## src/rtl/fft_pkg.sv

```systemverilog
// Shared FFT datapath types, widths and the output saturation helper.
// No timing of its own; used by the butterfly and the window stage.
// No flow control.
package fft_pkg;

    localparam int SAMPLE_W  = 16;
    localparam int TW_ADDR_W = 9;
    localparam int TW_FRAC   = 7;
    localparam int TAG_W     = 10;
    localparam int TW_W      = 16;

    // Full-width b*w partial product, and the post-shift product kept for the add stage
    localparam int PROD_W = SAMPLE_W + TW_W;
    localparam int P_W    = SAMPLE_W + 2;
    // a +/- p needs one more bit than p
    localparam int SUM_W  = SAMPLE_W + 3;

    typedef logic signed [SAMPLE_W-1:0] sample_t;
    typedef logic signed [TW_W-1:0]     tw_t;
    typedef logic signed [P_W-1:0]      p_t;

    typedef struct packed {
        sample_t re;
        sample_t im;
    } cplx_t;

    // Data that rides alongside the multiplier untouched
    typedef struct packed {
        logic [TAG_W-1:0] tag;
        cplx_t            a;
    } side_t;

    typedef struct packed {
        logic    clip;
        sample_t val;
    } sat_t;

    // Clamp a SUM_W-bit signed value into a sample; the value fits only when all
    // bits from the sample sign bit upward agree.
    function automatic sat_t saturate(input logic signed [SUM_W-1:0] v);
        sat_t r;
        if ((v[SUM_W-1:SAMPLE_W-1] == '0) || (v[SUM_W-1:SAMPLE_W-1] == '1)) begin
            r.clip = 1'b0;
            r.val  = v[SAMPLE_W-1:0];
        end else begin
            r.clip = 1'b1;
            r.val  = v[SUM_W-1] ? {1'b1, {(SAMPLE_W-1){1'b0}}}
                                : {1'b0, {(SAMPLE_W-1){1'b1}}};
        end
        return r;
    endfunction

endpackage

```

## src/rtl/fft_butterfly_if.sv

```systemverilog
// Butterfly operand/result bus, including the twiddle ROM address/data pair.
// Carries the one-pair-per-clock stream; no timing of its own.
// No backpressure: the consumer must take every valid beat.
interface fft_butterfly_if;
    import fft_pkg::*;

    logic                 in_valid;
    logic [TAG_W-1:0]     in_tag;
    logic [TW_ADDR_W-1:0] in_tw_idx;
    sample_t              a_re;
    sample_t              a_im;
    sample_t              b_re;
    sample_t              b_im;

    logic [TW_ADDR_W-1:0] tw_addr;
    tw_t                  tw_re;
    tw_t                  tw_im;

    logic                 out_valid;
    logic [TAG_W-1:0]     out_tag;
    sample_t              x_re;
    sample_t              x_im;
    sample_t              y_re;
    sample_t              y_im;
    logic                 sat;
    logic                 sat_clr;

    // Butterfly side
    modport slave (
        input  in_valid, in_tag, in_tw_idx, a_re, a_im, b_re, b_im,
        input  tw_re, tw_im, sat_clr,
        output tw_addr, out_valid, out_tag, x_re, x_im, y_re, y_im, sat
    );

    // Sequencer / ROM / write-back side
    modport master (
        output in_valid, in_tag, in_tw_idx, a_re, a_im, b_re, b_im,
        output tw_re, tw_im, sat_clr,
        input  tw_addr, out_valid, out_tag, x_re, x_im, y_re, y_im, sat
    );

endinterface

```

## src/rtl/fft_butterfly_cmul_pipe.sv

```systemverilog
// Two-stage complex multiply p = (b*w) >>> TW_FRAC with side data and valid carried along.
// Latency 2 clk, one pair per clock.
// No backpressure.
module fft_butterfly_cmul_pipe
    import fft_pkg::*;
(
    input  logic  clk,
    input  logic  reset,
    input  logic  in_valid,
    input  cplx_t in_b,
    input  tw_t   tw_re,
    input  tw_t   tw_im,
    input  side_t in_side,
    output logic  out_valid,
    output p_t    out_p_re,
    output p_t    out_p_im,
    output side_t out_side
);

    logic signed [PROD_W-1:0] prod_rr;
    logic signed [PROD_W-1:0] prod_ii;
    logic signed [PROD_W-1:0] prod_ri;
    logic signed [PROD_W-1:0] prod_ir;
    logic                     prod_valid;
    side_t                    prod_side;
    logic signed [PROD_W:0]   sum_re;
    logic signed [PROD_W:0]   sum_im;

    // First stage: the four full-width partial products; tw is the ROM word for this pair
    always_ff @(posedge clk or posedge reset) begin
        if (reset) begin
            prod_rr    <= '0;
            prod_ii    <= '0;
            prod_ri    <= '0;
            prod_ir    <= '0;
            prod_valid <= 1'b0;
            prod_side  <= '0;
        end else begin
            prod_rr    <= PROD_W'($signed(in_b.re)) * PROD_W'(tw_re);
            prod_ii    <= PROD_W'($signed(in_b.im)) * PROD_W'(tw_im);
            prod_ri    <= PROD_W'($signed(in_b.re)) * PROD_W'(tw_im);
            prod_ir    <= PROD_W'($signed(in_b.im)) * PROD_W'(tw_re);
            prod_valid <= in_valid;
            prod_side  <= in_side;
        end
    end

    // Combine partial products one bit wider so the difference/sum cannot wrap
    always_comb begin
        sum_re = (PROD_W+1)'(prod_rr) - (PROD_W+1)'(prod_ii);
        sum_im = (PROD_W+1)'(prod_ri) + (PROD_W+1)'(prod_ir);
    end

    // Second stage: drop the twiddle fraction (floor, no rounding) and keep P_W bits
    always_ff @(posedge clk or posedge reset) begin
        if (reset) begin
            out_p_re  <= '0;
            out_p_im  <= '0;
            out_valid <= 1'b0;
            out_side  <= '0;
        end else begin
            out_p_re  <= P_W'(sum_re >>> TW_FRAC);
            out_p_im  <= P_W'(sum_im >>> TW_FRAC);
            out_valid <= prod_valid;
            out_side  <= prod_side;
        end
    end

endmodule

```

## src/rtl/fft_butterfly.sv

```systemverilog
// Radix-2 DIT butterfly: x = (a + b*w)/2, y = (a - b*w)/2 with saturation and sticky sat flag.
// Latency 4 clk from in_valid to out_valid, one pair per clock.
// No backpressure; results hold their last value while out_valid is low.
module fft_butterfly
    import fft_pkg::*;
(
    input  logic          clk,
    input  logic          reset,
    fft_butterfly_if.slave bus
);

    logic               s1_valid;
    cplx_t              s1_b;
    side_t              s1_side;

    logic               s3_valid;
    p_t                 s3_p_re;
    p_t                 s3_p_im;
    side_t              s3_side;

    logic signed [SUM_W-1:0] sx_re;
    logic signed [SUM_W-1:0] sx_im;
    logic signed [SUM_W-1:0] sy_re;
    logic signed [SUM_W-1:0] sy_im;
    sat_t               xr_s;
    sat_t               xi_s;
    sat_t               yr_s;
    sat_t               yi_s;
    logic               any_clip;

    // The ROM registers the address itself, so its word lines up with stage 1
    assign bus.tw_addr = bus.in_tw_idx;

    // Input stage: capture the operand pair, tag and valid
    always_ff @(posedge clk or posedge reset) begin
        if (reset) begin
            s1_valid <= 1'b0;
            s1_b     <= '0;
            s1_side  <= '0;
        end else begin
            s1_valid     <= bus.in_valid;
            s1_b.re      <= bus.b_re;
            s1_b.im      <= bus.b_im;
            s1_side.tag  <= bus.in_tag;
            s1_side.a.re <= bus.a_re;
            s1_side.a.im <= bus.a_im;
        end
    end

    fft_butterfly_cmul_pipe u_cmul (
        .clk       (clk),
        .reset     (reset),
        .in_valid  (s1_valid),
        .in_b      (s1_b),
        .tw_re     (bus.tw_re),
        .tw_im     (bus.tw_im),
        .in_side   (s1_side),
        .out_valid (s3_valid),
        .out_p_re  (s3_p_re),
        .out_p_im  (s3_p_im),
        .out_side  (s3_side)
    );

    // Add/subtract, halve (floor) and clamp each component
    always_comb begin
        sx_re    = SUM_W'($signed(s3_side.a.re)) + SUM_W'(s3_p_re);
        sx_im    = SUM_W'($signed(s3_side.a.im)) + SUM_W'(s3_p_im);
        sy_re    = SUM_W'($signed(s3_side.a.re)) - SUM_W'(s3_p_re);
        sy_im    = SUM_W'($signed(s3_side.a.im)) - SUM_W'(s3_p_im);
        xr_s     = saturate(sx_re >>> 1);
        xi_s     = saturate(sx_im >>> 1);
        yr_s     = saturate(sy_re >>> 1);
        yi_s     = saturate(sy_im >>> 1);
        any_clip = xr_s.clip | xi_s.clip | yr_s.clip | yi_s.clip;
    end

    // Output registers update only on a valid result so the write-back sees stable data
    always_ff @(posedge clk or posedge reset) begin
        if (reset) begin
            bus.out_valid <= 1'b0;
            bus.out_tag   <= '0;
            bus.x_re      <= '0;
            bus.x_im      <= '0;
            bus.y_re      <= '0;
            bus.y_im      <= '0;
        end else begin
            bus.out_valid <= s3_valid;
            if (s3_valid) begin
                bus.out_tag <= s3_side.tag;
                bus.x_re    <= xr_s.val;
                bus.x_im    <= xi_s.val;
                bus.y_re    <= yr_s.val;
                bus.y_im    <= yi_s.val;
            end
        end
    end

    // Sticky saturation flag; a new clip beats a simultaneous clear
    always_ff @(posedge clk or posedge reset) begin
        if (reset) begin
            bus.sat <= 1'b0;
        end else if (s3_valid && any_clip) begin
            bus.sat <= 1'b1;
        end else if (bus.sat_clr) begin
            bus.sat <= 1'b0;
        end
    end

endmodule
```

## src/flat_wrapper.sv

```systemverilog
// flat-port wrapper written by rule: the top's interface ports become plain ports
module fft_butterfly_flat import fft_pkg::*;
  (clk, reset, bus_in_valid, bus_in_tag, bus_in_tw_idx, bus_a_re, bus_a_im, bus_b_re, bus_b_im, bus_tw_re, bus_tw_im, bus_sat_clr, bus_tw_addr, bus_out_valid, bus_out_tag, bus_x_re, bus_x_im, bus_y_re, bus_y_im, bus_sat);
  fft_butterfly_if bus_i ();
  input  logic clk;
  input  logic reset;
  input wire logic [$bits(bus_i.in_valid)-1:0] bus_in_valid;
  input wire logic [$bits(bus_i.in_tag)-1:0] bus_in_tag;
  input wire logic [$bits(bus_i.in_tw_idx)-1:0] bus_in_tw_idx;
  input wire logic [$bits(bus_i.a_re)-1:0] bus_a_re;
  input wire logic [$bits(bus_i.a_im)-1:0] bus_a_im;
  input wire logic [$bits(bus_i.b_re)-1:0] bus_b_re;
  input wire logic [$bits(bus_i.b_im)-1:0] bus_b_im;
  input wire logic [$bits(bus_i.tw_re)-1:0] bus_tw_re;
  input wire logic [$bits(bus_i.tw_im)-1:0] bus_tw_im;
  input wire logic [$bits(bus_i.sat_clr)-1:0] bus_sat_clr;
  output wire logic [$bits(bus_i.tw_addr)-1:0] bus_tw_addr;
  output wire logic [$bits(bus_i.out_valid)-1:0] bus_out_valid;
  output wire logic [$bits(bus_i.out_tag)-1:0] bus_out_tag;
  output wire logic [$bits(bus_i.x_re)-1:0] bus_x_re;
  output wire logic [$bits(bus_i.x_im)-1:0] bus_x_im;
  output wire logic [$bits(bus_i.y_re)-1:0] bus_y_re;
  output wire logic [$bits(bus_i.y_im)-1:0] bus_y_im;
  output wire logic [$bits(bus_i.sat)-1:0] bus_sat;
  assign bus_i.in_valid = bus_in_valid;
  assign bus_i.in_tag = bus_in_tag;
  assign bus_i.in_tw_idx = bus_in_tw_idx;
  assign bus_i.a_re = bus_a_re;
  assign bus_i.a_im = bus_a_im;
  assign bus_i.b_re = bus_b_re;
  assign bus_i.b_im = bus_b_im;
  assign bus_i.tw_re = bus_tw_re;
  assign bus_i.tw_im = bus_tw_im;
  assign bus_i.sat_clr = bus_sat_clr;
  assign bus_tw_addr = bus_i.tw_addr;
  assign bus_out_valid = bus_i.out_valid;
  assign bus_out_tag = bus_i.out_tag;
  assign bus_x_re = bus_i.x_re;
  assign bus_x_im = bus_i.x_im;
  assign bus_y_re = bus_i.y_re;
  assign bus_y_im = bus_i.y_im;
  assign bus_sat = bus_i.sat;
  fft_butterfly u_core (.clk(clk), .reset(reset), .bus(bus_i));
endmodule
```

## config.mk

```make
export PLATFORM = sky130hd
export DESIGN_NAME = fft_butterfly_flat
export DESIGN_NICKNAME = d
export VERILOG_FILES = /design/src/rtl/fft_pkg.sv /design/src/rtl/fft_butterfly_if.sv /design/src/rtl/fft_butterfly_cmul_pipe.sv /design/src/rtl/fft_butterfly.sv /design/src/flat_wrapper.sv
export SDC_FILE = /design/constraint.sdc
export NUM_CORES = 2
export LEC_CHECK = 0
export ABC_AREA = 1
export CAP_MARGIN = 5
export CORE_MARGIN = 2
export CORE_UTILIZATION = 36
export CTS_CLUSTER_DIAMETER = 200
export DETAILED_ROUTE_END_ITERATION = 7
export SLEW_MARGIN = 20
export SYNTH_ARGS = -nofsm -noshare
export SYNTH_HDL_FRONTEND = slang
export SYNTH_HIERARCHICAL = 1
export SYNTH_SLANG_ARGS = --single-unit
```

## constraint.sdc

```tcl
create_clock -name clk -period 10 [get_ports clk]
set_clock_uncertainty 0.1 [all_clocks]
set_input_delay 2 -clock clk [delete_from_list [all_inputs] [get_ports clk]]
set_output_delay 2 -clock clk [all_outputs]
set_load 0.05 [all_outputs]
```

==> impl_metrics.env <==
export IMPL_wl_per_cell_um=16.97
export IMPL_hold_start="u_core/u_cmul/prod_side[9]$_DFF_PP0_"
export IMPL_ff2ff_path_depth=18
export IMPL_cap_violations=0
export IMPL_drc=0
export IMPL_grtUsageTotal=0.2015
export IMPL_clk_latency_ns=0.66
export IMPL_row_count=138
export IMPL_place_ws_ns=1.286
export IMPL_fin_hold_ws_ns=0.2462
export IMPL_cts_sinks=373
export IMPL_fmax_mhz=122.0
export IMPL_crit_start="bus_tw_im[2]"
export IMPL_fin_util=0.3984
export IMPL_cts_buffer_depth=3
export IMPL_ys_ff_latch=373
export IMPL_routed_wirelength_um=143100
export IMPL_slew_viol_final=0
export IMPL_die_w_um=381.6
export IMPL_synth_cell_types=53
export IMPL_status="finished clean"
export IMPL_end_kind="flop"
export IMPL_setup_tns_ns=0
export IMPL_worstMarginPinSlew_ns=1.092
export IMPL_nNetsFinal=7828
export IMPL_port_buffers=185
export IMPL_hold_class="flop to flop"
export IMPL_numCtsBuffers=43
export IMPL_grt_max_degree=85
export IMPL_endpoint="u_core/u_cmul/prod_ri[21]$_DFF_PP0_"
export IMPL_first_pass_iters=5
export IMPL_synth_area_um2=51340
export IMPL_dp_hpwl_um=113500
export IMPL_grt_antenna_before_repair=7
export IMPL_grt_pass1_wl_um=232500
export IMPL_yosysWarnings=6
export IMPL_setup_viol=0
export IMPL_drt_iter0_drc=2688
export IMPL_overflow=0
export IMPL_die_y_um=381.6
export IMPL_critPathLaunchType="input port"
export IMPL_coreArea_um2=141600
export IMPL_reg2reg_to="u_core/u_cmul/prod_ir[21]$_DFF_PP0_"
export IMPL_dieArea_um2=145700
export IMPL_slew_headroom=0.2721
export IMPL_grt_pass1_vias=41810
export IMPL_vias=39959
export IMPL_rrSetupSlack_ns=3.27
export IMPL_htree_levels=2
export IMPL_ant_nets=0
export IMPL_start_util=0.3626
export IMPL_syn_inst=6453
export IMPL_synth_edf_count=0
export IMPL_post_cts_resized=0
export IMPL_cts_setup_buffers=0
export IMPL_cts_tree="built"
export IMPL_critPathArrivalTime_ns=8.60
export IMPL_path_class="input port to flop"
export IMPL_path_clk_slew_ns=0.06
export IMPL_min_period_over_period=0.8197
export IMPL_fin_ws_ns=1.803
export IMPL_rsz0062_at_grt="false"
export IMPL_critPathMaxFanout=18
export IMPL_vias_per_cell=4.741
export IMPL_area_delta_synth_final_pct=9.877
export IMPL_final_hold_viol_count=0
export IMPL_cts_hold_buf=0
export IMPL_layout_drive_gt1_share=0.03380
export IMPL_fin_crit_ns=8.197
export IMPL_syn_nets=7778
export IMPL_ys_seq_area_frac=0.1818
export IMPL_cts_root_buf="clkbuf_16"
export IMPL_synth_avg_cell_area_um2=7.956
export IMPL_num_io_pins=204
export IMPL_required_ns=10.40
export IMPL_r2r_start="u_core/s1_b[15]$_DFF_PP0_"
export IMPL_gp_congestion=0.9185
export IMPL_ys_async_sr_fraction=1.000
export IMPL_ys_flop_type="dfrtp_1"
export IMPL_final_cell_mix="inv_1, nand2_1, fa_1, ha_1, dfrtp_1"
export IMPL_final_common_cell="inv_1"
==> routing by layer <==
metal,global-route usage,vias up,routed length (µm)
li1,-,18774,-
met1,0.2818,19791,64190
met2,0.3276,1192,65910
met3,0.02766,196,9005
met4,0.05337,6,3925
met5,0,-,41
==> through the flow <==
stage | instances | cell area (µm²)
after floorplan | 6453 | 51340
after global placement | 8348 | 54940
after detailed placement | 8348 | 54940
after CTS | 8428 | 56410
after global routing | 8428 | 56410
final | 8429 | 56410
==> cell families after synthesis <==
family	count (synthesis)	share of synthesized area
flip-flops	373	0.1818
AO/OA/AOI/OAI	481	0.05371
adder cells (fa/ha/maj)	1206	0.4103
AND/OR/NAND/NOR	2172	0.1701
XOR/XNOR	184	0.03139
buffers and inverters	2037	0.1527
==> worst max-delay path, stage by stage <==
cell and delay, ns:
clkdlybuf4s50_1 0.94, nand2_1 0.33, inv_1 0.09, fa_1 0.69, inv_1 0.14, fa_1 0.49, inv_1 0.05, fa_1 0.48
fa_1 0.52, fa_1 0.49, inv_1 0.05, fa_1 0.49, inv_1 0.06, ha_1 0.39, nand2_1 0.18, nor4_1 0.46
nand4_1 0.20, nand3_1 0.17, xor2_1 0.34
==> cell type report <==
type,count,area [µm²]
well taps,1890,2365
flip-flops and latches,373,9341
fillers,14551,85170
diodes,1,2.502
clock buffers,59,1206
multi-input cells,4043,34170
clock inverters,21,267.8
repair buffers,248,2316
inverters,1794,6746
==> registers in the layout (all words and copies together), names as in the netlist <==
| signal | flops |
|---|---|
| u_core/bus.out_tag | 10 |
| u_core/bus.out_valid | 1 |
| u_core/bus.sat | 1 |
| u_core/bus.x_im | 16 |
| u_core/bus.x_re | 16 |
| u_core/bus.y_im | 16 |
| u_core/bus.y_re | 16 |
| u_core/s1_b | 32 |
| u_core/s1_side | 42 |
| u_core/s1_valid | 1 |
| u_core/u_cmul/out_p_im | 18 |
| u_core/u_cmul/out_p_re | 18 |
| u_core/u_cmul/out_side | 42 |
| u_core/u_cmul/out_valid | 1 |
| u_core/u_cmul/prod_ii | 25 |
| u_core/u_cmul/prod_ir | 25 |
| u_core/u_cmul/prod_ri | 25 |
| u_core/u_cmul/prod_rr | 25 |
| u_core/u_cmul/prod_side | 42 |
| u_core/u_cmul/prod_valid | 1 |
==> worst min path at each step <==
stage,end,slack (ns),cells after the start
floorplan,u_core/u_cmul/out_side[0]$_DFF_PP0_,0.23,0
global placement,u_core/u_cmul/out_side[35]$_DFF_PP0_,0.23,0
detailed placement,u_core/u_cmul/out_side[8]$_DFF_PP0_,0.23,0
CTS,u_core/u_cmul/out_side[9]$_DFF_PP0_,0.25,0
global route,u_core/u_cmul/out_side[31]$_DFF_PP0_,0.25,0
finish,u_core/u_cmul/out_side[9]$_DFF_PP0_,0.25,0
==> synthesized netlist by cell type, drive strengths merged (35+ instances only) <==
| library cell | count | area share |
|---|---|---|
| nand4 | 42 | 0.0051 |
| o21ai | 115 | 0.011 |
| clkbuf | 171 | 0.013 |
| a21oi | 267 | 0.028 |
| inv | 1793 | 0.13 |
| xor2 | 137 | 0.023 |
| nand2 | 1638 | 0.12 |
| buf | 72 | 0.0090 |
| ha | 410 | 0.10 |
| o21bai | 35 | 0.0051 |
| nor2 | 270 | 0.020 |
| xnor2 | 47 | 0.0080 |
| dfrtp | 373 | 0.18 |
| fa | 796 | 0.31 |
| nand3 | 156 | 0.016 |
Power is not shown: default switching activity piles up to over one toggle a cycle in this logic, so the estimate is an artifact.
